`src/rtl/core_pkg.sv`:
```
// Shared types and constants for the core's memory-side interconnect.
// Latency: n/a (package only).
// Backpressure: n/a (package only).
package core_pkg;

    // Arbiter grant state: free to arbitrate, or held on a slave-stalled transfer.
    typedef enum logic [1:0] {
        FREE  = 2'd0,
        LOCK0 = 2'd1,
        LOCK1 = 2'd2
    } arb_state_e;

    // Deepest response pipeline the arbiter supports.
    localparam int MAX_READ_LATENCY = 4;

    // Master identifiers carried alongside in-flight reads.
    localparam logic IBUS_ID = 1'b0;
    localparam logic DBUS_ID = 1'b1;

endpackage

```
`src/rtl/rsp_id_pipe.sv`:
```
// Delay line of {vld, id} pairs used to route fixed-latency read responses.
// Latency: DEPTH cycles from in_* to out_*.
// Backpressure: none; shifts every cycle, matching a fixed-latency slave.
//
// Ports: clk, rst_n (async active-low), in_vld/in_id (stage 0 load),
//        out_vld/out_id (last stage).
module rsp_id_pipe
    import core_pkg::*;
#(
    parameter int DEPTH = 1
) (
    input  logic clk,
    input  logic rst_n,
    input  logic in_vld,
    input  logic in_id,
    output logic out_vld,
    output logic out_id
);

    logic [DEPTH-1:0] vld_q;
    logic [DEPTH-1:0] id_q;

    // Reset clears every valid bit so nothing issued before reset is delivered.
    always_ff @(posedge clk or negedge rst_n) begin
        if (!rst_n) begin
            vld_q <= '0;
            id_q  <= {DEPTH{IBUS_ID}};
        end else begin
            for (int i = DEPTH - 1; i > 0; i--) begin
                vld_q[i] <= vld_q[i-1];
                id_q[i]  <= id_q[i-1];
            end
            vld_q[0] <= in_vld;
            id_q[0]  <= in_id;
        end
    end

    assign out_vld = vld_q[DEPTH-1];
    assign out_id  = id_q[DEPTH-1];

endmodule

```
`src/rtl/avalon_arbiter2.sv`:
```
// Two-master (ibus m0, dbus m1) to one-slave Avalon arbiter with response routing.
// Latency: request path combinational; read response READ_LATENCY cycles after acceptance.
// Backpressure: loser sees waitrequest=1; winner sees s_waitrequest; stalled grant is locked.
//
// Ports: clk, rst_n (async active-low);
//        m0_*/m1_*: read, write, address, writedata, byte_enable in;
//                   waitrequest, readdata, readdatavalid out;
//        s_*: read, write, address, writedata, byte_enable out;
//             waitrequest, readdata in.
module avalon_arbiter2
    import core_pkg::*;
#(
    parameter int ADDR_W       = 32,
    parameter int DATA_W       = 32,
    parameter int READ_LATENCY = 1,
    parameter int ROUND_ROBIN  = 1
) (
    input  logic                clk,
    input  logic                rst_n,

    input  logic                m0_read,
    input  logic                m0_write,
    input  logic [ADDR_W-1:0]   m0_address,
    input  logic [DATA_W-1:0]   m0_writedata,
    input  logic [DATA_W/8-1:0] m0_byte_enable,
    output logic                m0_waitrequest,
    output logic [DATA_W-1:0]   m0_readdata,
    output logic                m0_readdatavalid,

    input  logic                m1_read,
    input  logic                m1_write,
    input  logic [ADDR_W-1:0]   m1_address,
    input  logic [DATA_W-1:0]   m1_writedata,
    input  logic [DATA_W/8-1:0] m1_byte_enable,
    output logic                m1_waitrequest,
    output logic [DATA_W-1:0]   m1_readdata,
    output logic                m1_readdatavalid,

    output logic                s_read,
    output logic                s_write,
    output logic [ADDR_W-1:0]   s_address,
    output logic [DATA_W-1:0]   s_writedata,
    output logic [DATA_W/8-1:0] s_byte_enable,
    input  logic                s_waitrequest,
    input  logic [DATA_W-1:0]   s_readdata
);

    // Legal latency is 1..MAX_READ_LATENCY; out-of-range values are clamped.
    localparam int PIPE_DEPTH = (READ_LATENCY < 1) ? 1 :
                                (READ_LATENCY > MAX_READ_LATENCY) ? MAX_READ_LATENCY :
                                READ_LATENCY;

    arb_state_e state_q, state_d;
    logic       last_grant_q;
    logic       req0, req1;
    logic       gnt_vld, gnt_id;
    logic       accept;
    logic       rsp_vld, rsp_id;

    assign req0 = m0_read | m0_write;
    assign req1 = m1_read | m1_write;

    always_ff @(posedge clk or negedge rst_n) begin
        if (!rst_n) begin
            state_q      <= FREE;
            last_grant_q <= IBUS_ID;
        end else begin
            state_q <= state_d;
            if (accept) begin
                last_grant_q <= gnt_id;
            end
        end
    end

    // Grant and next state. A lock only holds while its owner keeps requesting;
    // if the owner drops out we fall back to normal arbitration this cycle.
    always_comb begin
        gnt_vld = 1'b0;
        gnt_id  = IBUS_ID;
        state_d = FREE;
        if (state_q == LOCK0 && req0) begin
            gnt_vld = 1'b1;
            gnt_id  = IBUS_ID;
        end else if (state_q == LOCK1 && req1) begin
            gnt_vld = 1'b1;
            gnt_id  = DBUS_ID;
        end else if (req0 && req1) begin
            gnt_vld = 1'b1;
            gnt_id  = (ROUND_ROBIN != 0) ? ~last_grant_q : DBUS_ID;
        end else if (req0) begin
            gnt_vld = 1'b1;
            gnt_id  = IBUS_ID;
        end else if (req1) begin
            gnt_vld = 1'b1;
            gnt_id  = DBUS_ID;
        end
        if (gnt_vld && s_waitrequest) begin
            state_d = (gnt_id == DBUS_ID) ? LOCK1 : LOCK0;
        end
    end

    // Slave side mirrors the granted master; idle drives zeros.
    always_comb begin
        s_read        = 1'b0;
        s_write       = 1'b0;
        s_address     = '0;
        s_writedata   = '0;
        s_byte_enable = '0;
        if (gnt_vld) begin
            if (gnt_id == DBUS_ID) begin
                s_read        = m1_read;
                s_write       = m1_write;
                s_address     = m1_address;
                s_writedata   = m1_writedata;
                s_byte_enable = m1_byte_enable;
            end else begin
                s_read        = m0_read;
                s_write       = m0_write;
                s_address     = m0_address;
                s_writedata   = m0_writedata;
                s_byte_enable = m0_byte_enable;
            end
        end
    end

    assign accept = gnt_vld & ~s_waitrequest;

    // A requesting master is stalled unless it holds the grant, in which case
    // it sees the slave's own stall.
    assign m0_waitrequest = req0 & (~(gnt_vld & (gnt_id == IBUS_ID)) | s_waitrequest);
    assign m1_waitrequest = req1 & (~(gnt_vld & (gnt_id == DBUS_ID)) | s_waitrequest);

    rsp_id_pipe #(
        .DEPTH (PIPE_DEPTH)
    ) u_rsp_id_pipe (
        .clk     (clk),
        .rst_n   (rst_n),
        .in_vld  (accept & s_read),
        .in_id   (gnt_id),
        .out_vld (rsp_vld),
        .out_id  (rsp_id)
    );

    assign m0_readdatavalid = rsp_vld & (rsp_id == IBUS_ID);
    assign m1_readdatavalid = rsp_vld & (rsp_id == DBUS_ID);
    assign m0_readdata      = s_readdata;
    assign m1_readdata      = s_readdata;

endmodule

```
`config.mk`:
```
export PLATFORM = sky130hd
export DESIGN_NAME = avalon_arbiter2
export DESIGN_NICKNAME = d
export VERILOG_FILES = /design/src/rtl/core_pkg.sv /design/src/rtl/rsp_id_pipe.sv /design/src/rtl/avalon_arbiter2.sv
export SDC_FILE = /design/constraint.sdc
export NUM_CORES = 1
export LEC_CHECK = 0
export BUFFER_PORTS_ARGS = -buffer_cell sky130_fd_sc_hd__buf_2
export CAP_MARGIN = 20
export CORE_AREA = 3 3 121 123
export CTS_CLUSTER_SIZE = 25
export DETAILED_ROUTE_END_ITERATION = 16
export DIE_AREA = 0 0 124 126
export SLEW_MARGIN = 5
export SYNTH_ARGS = -nofsm -noshare
export SYNTH_HDL_FRONTEND = slang
export SYNTH_SLANG_ARGS = --single-unit
```
`constraint.sdc`:
```
create_clock -name clk -period 2.4 [get_ports clk]
set_input_delay 0.48 -clock clk [delete_from_list [all_inputs] [get_ports clk]]
set_output_delay 0.48 -clock clk [all_outputs]
set_load 0.01 [all_outputs]
```
-- Word-level counts from Yosys, hierarchy flattened
Cells that the tools add are included.
- input bits: 175
- logic and storage cells: 49
- register bits: 5
- bitwise logic cells: 18
- muxes and demuxes: 21
- reductions and logical operators: 4
- equal/unequal tests: 2
- operators with widths (kind ; number):
    two-way mux 32 bit ; 4
    two-way mux 1 bit ; 13
    AND 1 bit ; 8
    two-way mux 4 bit ; 2
    NOT 1 bit ; 6
    logical AND 1 bit ; 4
    two-way mux 2 bit ; 2
    OR 1 bit ; 4
    == test 2 x 1 -> 1 bit (second input constant) ; 1
    == test 2 bit (second input constant) ; 1

-- Longest topological paths before layout
Gate-level depths: netlist of run 1.
- depth in word-level cells: 11
- depth in mapped cells: 6
- mapped depth without buffers: 3

-- Modules after synthesis
Synthesis of run 1 repeated with hierarchy kept, for this count alone.
- cells, all modules: 190
- area total of the unflattened synthesis: 1649.1 um^2
- by module, submodules not included (module ; area each (um^2) ; cells an instance ; times used):
    avalon_arbiter2 ; 1599.0 ; 188 ; 1
    rsp_id_pipe ; 50.0 ; 2 ; 1

-- Least setup slack after synthesis of run 1
Ideal clock, no wire load.
- kind: register to output
- from: register state_q[1]
- to: output s_address[0]
- path slack: 0.422 ns
- cell stages (with the launch flop): 7
- arrival time: 1.498 ns
- buffers on the path: 3
- cell sequence: dfrtp_1 -> nor2b_1 -> buf_6 -> o41a_1 -> buf_6 -> buf_6 -> a32o_1
- word-level cells in the longest chain between the ends: 6
- elaborated cells on any way between the ends: 10
- RTL lines (element ; line ; source):
    start: declaration ; avalon_arbiter2.sv:53 ; arb_state_e state_q, state_d;
    start signal: assignment ; avalon_arbiter2.sv:68 ; state_q <= state_d;
    == test 2 bit ; avalon_arbiter2.sv:84 ; end else if (state_q == LOCK1 && req1) begin
    logical AND 1 bit ; avalon_arbiter2.sv:84 ;
    two-way mux 1 bit ; avalon_arbiter2.sv:84 ;
    two-way mux 1 bit ; avalon_arbiter2.sv:81 ; if (state_q == LOCK0 && req0) begin
    two-way mux 32 bit ; avalon_arbiter2.sv:110 ; if (gnt_id == DBUS_ID) begin
    two-way mux 32 bit * ; avalon_arbiter2.sv:109 ; if (gnt_vld) begin
    end: declaration ; avalon_arbiter2.sv:41 ; output logic [ADDR_W-1:0] s_address,
Mark *: on every way between the ends. The rest lies on a longest branch, timed or not.

-- Worst setup path in the final report of run 1
- from: register state_q[1]
- to: output s_writedata[21]
- word-level cells in the longest chain between the ends: 6
- elaborated cells on any way between the ends: 10
- RTL lines (element ; line ; source):
    == test 2 bit ; avalon_arbiter2.sv:84 ;
    logical AND 1 bit ; avalon_arbiter2.sv:84 ;
    two-way mux 1 bit ; avalon_arbiter2.sv:84 ;
    two-way mux 1 bit ; avalon_arbiter2.sv:81 ;
    two-way mux 32 bit ; avalon_arbiter2.sv:110 ;
    two-way mux 32 bit * ; avalon_arbiter2.sv:109 ;
    end: declaration ; avalon_arbiter2.sv:42 ; output logic [DATA_W-1:0] s_writedata,
Marks and branches as above.

==> results of run 1 <==
-- state kept, by name, summed over array words and instances (netlist names) --
name,cells
u_rsp_id_pipe.out_id,1
state_q,2
last_grant_q,1
u_rsp_id_pipe.out_vld,1
-- final timing paths --
check                              startpoint               endpoint  slack [ns]  cells past startpoint
worst min-delay path                    rst_n  u_rsp_id_pipe.out_vld        0.06                      1
min in group clk                s_waitrequest  u_rsp_id_pipe.out_vld        0.52                      2
worst max-delay path               state_q[1]        s_writedata[21]        0.05                      5
max in group asynchronous               rst_n             state_q[0]        2.22                      1
worst max register to register     state_q[1]             state_q[1]        0.88                      4
worst min register to register   last_grant_q           last_grant_q        0.58                      1
-- power breakdown --
group	internal [mW]	switching (mW)	total, mW
clock	0.220	0.0483	0.268
sequential	0.0991	0.00706	0.106
combinational	0.551	0.584	1.13
total	0.869	0.639	1.51
-- cell usage in the layout, fill, tap and decap left out, types with 2 or more instances in the layout --
cell type  count
a21oi_1        2
a32o_1        68
and2_1         3
buf_12         4
buf_2        216
buf_4          4
clkbuf_16      3
dfrtp_1        5
inv_1          4
nor2_1         3
nor2b_1        2
-- metrics by stage --
stage | util [%] | cell area [um2] | setup TNS (ns) | hold slack, ns | total power, mW
6_report | 18.3 | 2510 | 0 | 0.0604 | 1.51
5_1_grt | 18.3 | 2510 | -0.00132 | 0.0665 | 1.62
4_1_cts | 18.2 | 2500 | 0 | 0.0616 | 1.51
3_5_place_dp | 17.6 | 2420 | 0 | 0.295 | 1.24
3_3_place_gp | 17.6 | 2420 | 0 | 0.295 | 1.23
2_1_floorplan | - | 1650 | 0 | 0.184 | 0.905
-- cell families after synthesis --
| group | after synthesis | synth area share (%) |
|---|---|---|
| buffers and inverters | 92 | 40.1 |
| AO/OA/AOI/OAI | 79 | 47.7 |
| AND/OR/NAND/NOR | 14 | 4.63 |
| flip-flops | 5 | 7.59 |
-- metal layers --
| layer | global-route usage (%) | part of all wire, % |
|---|---|---|
| met5 | 0 | 0 |
| met4 | 2.96 | 1.9 |
| met3 | 1.98 | 12 |
| met2 | 14.3 | 52 |
| met1 | 8.42 | 34 |
-- cells in the mapped netlist --
cell type	count	area share, %
a32o_1	68	41
buf_4	64	29
buf_6	9	6.1
clkbuf_1	9	2.0
buf_2	6	1.8
dfrtp_1	5	7.6
inv_1	4	0.91
and2_1	3	1.1
nor2_1	3	0.68
nor2b_1	3	1.1
a21oi_1	2	0.61
o41a_1	2	1.4
a211oi_1	1	0.46
a2bb2oi_1	1	0.53
and3_1	1	0.38
nand2_1	1	0.23
nor3_1	1	0.30
nor4_1	1	0.38
o21a_1	1	0.46
o311a_1	1	0.61
o31ai_4	1	1.3
o32a_1	1	0.61
o41ai_1	1	0.53
or2_2	1	0.38
-- worst register-to-register path, cell delays in order, from the launching register on --
cell and delay [ns]:
dfrtp_1 0.35, nor2b_2 0.21, o41a_4 0.51, buf_12 0.18, and2_1 0.16
-- timing repair --
action,in CTS,in global routing
gates resized for setup,0,2
setup endpoints to repair,4,27
pin swaps,1,1
-- cell type report --
class                      instances  area (um2)
sequential                         5         125
fill                            1553       11300
clock buffer                       4        78.8
timing repair buffer             224        1190
tap                              180         225
multi-input combinational         93         878
inverter                           4        15.0
==> impl_metrics.csv, run 1 <==
group,metric,value,unit
outcome,outcome,"finished, final reports clean",
die,die_w,124,um
logic_synthesis,yosys_warnings,0,
logic_synthesis,ys_seq_elements,5,
logic_synthesis,netlist-cell-type-count,24,
clocking,cts_root_buffer,"clkbuf_16",
grt,grt_max_degree,40,
final_layout,areaGrowthSynthToFinish,52.4,%
worst_setup_path,path_max_fanout,39,
die,io-pin-count,313,
clocking,clock_sinks,5,
die,core,13800,um2
job,drv_cap,0,
logic_synthesis,syn-num-nets,365,
die,initial_core_util,12.0,%
grt,grt_pass1_vias,1974,
drt,drcViolationCount,0,
sta,tightest_slew,0.385,ns
drt,dr.first_iter.drc_count,66,
final_layout,finalNonFillerCells,510,
worst_setup_path,worstPathRequired,1.92,ns
sta,period_minus_slack,2.35,ns
sta,fin_skew,0.000213,ns
placement,io_buffers,216,
die,num_rows,43,
logic_synthesis,ys_seq_area_share,7.59,%
worst_setup_path,slowest_delay,0.51,ns
logic_synthesis,synthCells,190,
clocking,cts_buffers,3,
clocking,clock_path_buffers,2,
clocking,cts-hold-fix-buffers,0,
pwr,power_leakage,1.27,nW
worst_setup_path,crit_chain,"nor2b_2 > o41a_4 > buf_12 > a32o_1 > buf_2",
worst_setup_path,worstPathArrival,1.87,ns
pwr,vdd.ir_drop.worst,0.000209,V
drt,dr.pass1.iters,4,
die,die_area,15600,um2
sta,finalHoldViolations,0,
sta,fmax,0.426,GHz
placement,routabilityCongestion,0.793,
placement,dpl.hpwl,5920,um
worst_setup_path,critPathCaptureType,"output pin",
drt,ant_nets,0,
final_layout,finalNetCount,506,
worst_setup_path,path_delay_family,"compound AO/OA/AOI/OAI gates",
drt,wl_per_cell,14.1,um
sta,setup_ws,0.0525,ns
drt,vias_per_cell,4.28,
drt,via_count,2184,
grt,gr-total-overflow,0,
sta,maxSlewViolCount,0,
worst_setup_path,slowest_stage,"o41a_4",
clocking,postCtsSetupRepairBufs,0,
final_layout,antennaDiodeCount,0,
grt,groute.usage.overall,7.77,%
sta,setup_viol,0,
clocking,cts_tree,"built",
placement,place_ws,0.145,ns
logic_synthesis,synth_area,1650,um2
worst_setup_path,worstSetupPathType,"reg2out",
sta,slew_headroom,74.0,%
clocking,cts-htree-levels,1,
clocking,path_clk_slew,0.03,ns
sta,period_share,97.8,%
worst_setup_path,cp.buffers_inverters,2,
logic_synthesis,avgSynthCellArea,8.68,um2
drt,routed_wl,7200,um
placement,dp.cells,506,
grt,antenna_found_initial,0,
hold_path,hp-class,"in2async",
die,die_h,126,um
pwr,p_per_area,600,nW/um2
clocking,insertion_delay,0.22,ns
grt,grt_pass1_wl,9900,um
final_layout,drive_gt1_share,70.3,%
worst_setup_path,cp-start-kind,"flop",
(Power assumes the default switching activity.)
==> run 2, diff against run 1 <==
--- a/config.mk
+++ b/config.mk
@@ -11,6 +11,7 @@
 export CTS_CLUSTER_SIZE = 25
 export DETAILED_ROUTE_END_ITERATION = 16
 export DIE_AREA = 0 0 124 126
+export MAX_ROUTING_LAYER = met4
 export SLEW_MARGIN = 5
 export SYNTH_ARGS = -nofsm -noshare
 export SYNTH_HDL_FRONTEND = slang
==> run 2 against run 1 <==
Against the previous run:
- die area stayed put
- register-to-register slack hardly changed
- flip-flop and latch count stayed put
- clock skew hardly changed
- global-route usage is 0.22 points higher
- cell count stayed put
- clock power hardly changed
- setup slack better by 0.0015 ns
- critical path depth stayed put
- combinational power hardly changed
- hold slack worse by 0.00056 ns
==> impl_metrics.csv, run 2 (synthesis gave the netlist of run 1 again) <==
group,metric,value,unit
drt,dr.pass1.iters,4,
clocking,postCtsSetupRepairBufs,0,
sta,period_minus_slack,2.35,ns
grt,gr-total-overflow,0,
worst_setup_path,worstSetupPathType,"reg2out",
final_layout,largest_reg_flops,2,
die,die_area,15600,um2
worst_setup_path,worstPathArrival,1.87,ns
die,initial_core_util,12.0,%
grt,antenna_found_initial,0,
drt,via_count,2176,
sta,slew_headroom,73.0,%
worst_setup_path,critPathCaptureType,"output pin",
grt,grt_pass1_wl,9890,um
clocking,cts-hold-fix-buffers,0,
outcome,outcome,"finished, final reports clean",
worst_setup_path,path_max_fanout,39,
drt,ant_nets,0,
final_layout,antennaDiodeCount,0,
final_layout,final_common_cell,"buf_2",
pwr,vdd.ir_drop.worst,0.000209,V
final_layout,top_register,"state_q",
sta,whs,0.0598,ns
drt,dr.first_iter.drc_count,61,
grt,grt_max_degree,40,
drt,wl_per_cell,14.1,um
clocking,clock_sinks,5,
clocking,insertion_delay,0.22,ns
final_layout,finalNetCount,506,
placement,routabilityCongestion,0.804,
clocking,cts_root_buffer,"clkbuf_16",
grt,grt_pass1_vias,1976,
placement,dpl.hpwl,5920,um
final_layout,final_core_util,18.3,%
final_layout,areaGrowthSynthToFinish,52.4,%
placement,io_buffers,216,
pwr,p_per_area,601,nW/um2
worst_setup_path,cp-start-kind,"flop",
sta,setup_ws,0.0541,ns
worst_setup_path,reg2reg_slack,0.88,ns
hold_path,hp-class,"in2async",
final_layout,mostFrequentLayoutCells,"buf_2, a32o_1, dfrtp_1",
die,num_rows,43,
clocking,cts-htree-levels,1,
sta,tightest_slew,0.400,ns
clocking,cts_tree,"built",
die,die_w,124,um
sta,maxSlewViolCount,0,
sta,fmax,0.426,GHz
job,drv_cap,0,
clocking,clock_path_buffers,2,
sta,setup_viol,0,
clocking,cts_buffers,3,
drt,drcViolationCount,0,
drt,routed_wl,7200,um
worst_setup_path,ff2ff_path_depth,4,
clocking,path_clk_slew,0.03,ns
drt,vias_per_cell,4.27,
pwr,power_leakage,1.27,nW
grt,groute.usage.overall,8.00,%
die,die_h,126,um
sta,finalHoldViolations,0,
worst_setup_path,worstPathRequired,1.92,ns
sta,period_share,97.7,%
die,io-pin-count,313,
sta,fin_skew,0.000438,ns
final_layout,drive_gt1_share,70.3,%
die,core,13800,um2
placement,place_ws,0.145,ns
-- run 2: cell counts in the layout (fill, tap and decap cells not counted) --
No cell type changed its count.
-- run 2: per-layer routing --
metal	GRT usage [%]	wire (um)
met5	-	0
met4	2.96	139
met3	1.84	797
met2	14.3	3700
met1	8.45	2560
-- run 2: what timing repair did --
item	in CTS	in global routing
pin swaps	1	1
resized for setup	0	2
gates cloned	0	0
setup endpoints to repair	4	27
-- run 2: cell type report --
type	count	area, um2
Clock buffer	4	78.8
Multi-Input combinational cell	93	878
Tap cell	180	225
Fill cell	1553	11300
Inverter	4	15.0
Timing Repair Buffer	224	1190
Sequential cell	5	125
-- run 2: worst max-delay path: stages, from the launching register on --
cell and delay (ns):
dfrtp_1 0.35, nor2b_2 0.21, o41a_4 0.51, buf_12 0.18, a32o_1 0.22, buf_2 0.14
-- run 2: where the power goes --
part | internal (mW) | total (mW) | switching [mW]
Combinational | 0.551 | 1.14 | 0.585
Clock | 0.220 | 0.268 | 0.0485
Sequential | 0.0991 | 0.106 | 0.00707
-- run 2: through the flow --
stage / TNS [ns] / instances / power, mW / instance area [um2]
final: 0 / 510 / 1.51 / 2510
after global routing: -0.00131 / 510 / 1.62 / 2510
after CTS: 0 / 510 / 1.51 / 2500
after detailed placement: 0 / 506 / 1.24 / 2420
after global placement: 0 / 506 / 1.23 / 2420
after floorplan: 0 / 190 / 0.905 / 1650
-- run 2: final timing paths --
| check | from | end |
|---|---|---|
| max in group asynchronous | rst_n | state_q[0] |
| min in group clk | s_waitrequest | u_rsp_id_pipe.out_vld |
| max | state_q[1] | s_writedata[21] |
| min | rst_n | u_rsp_id_pipe.out_vld |
| max reg2reg | state_q[1] | state_q[1] |
| min reg2reg | last_grant_q | last_grant_q |
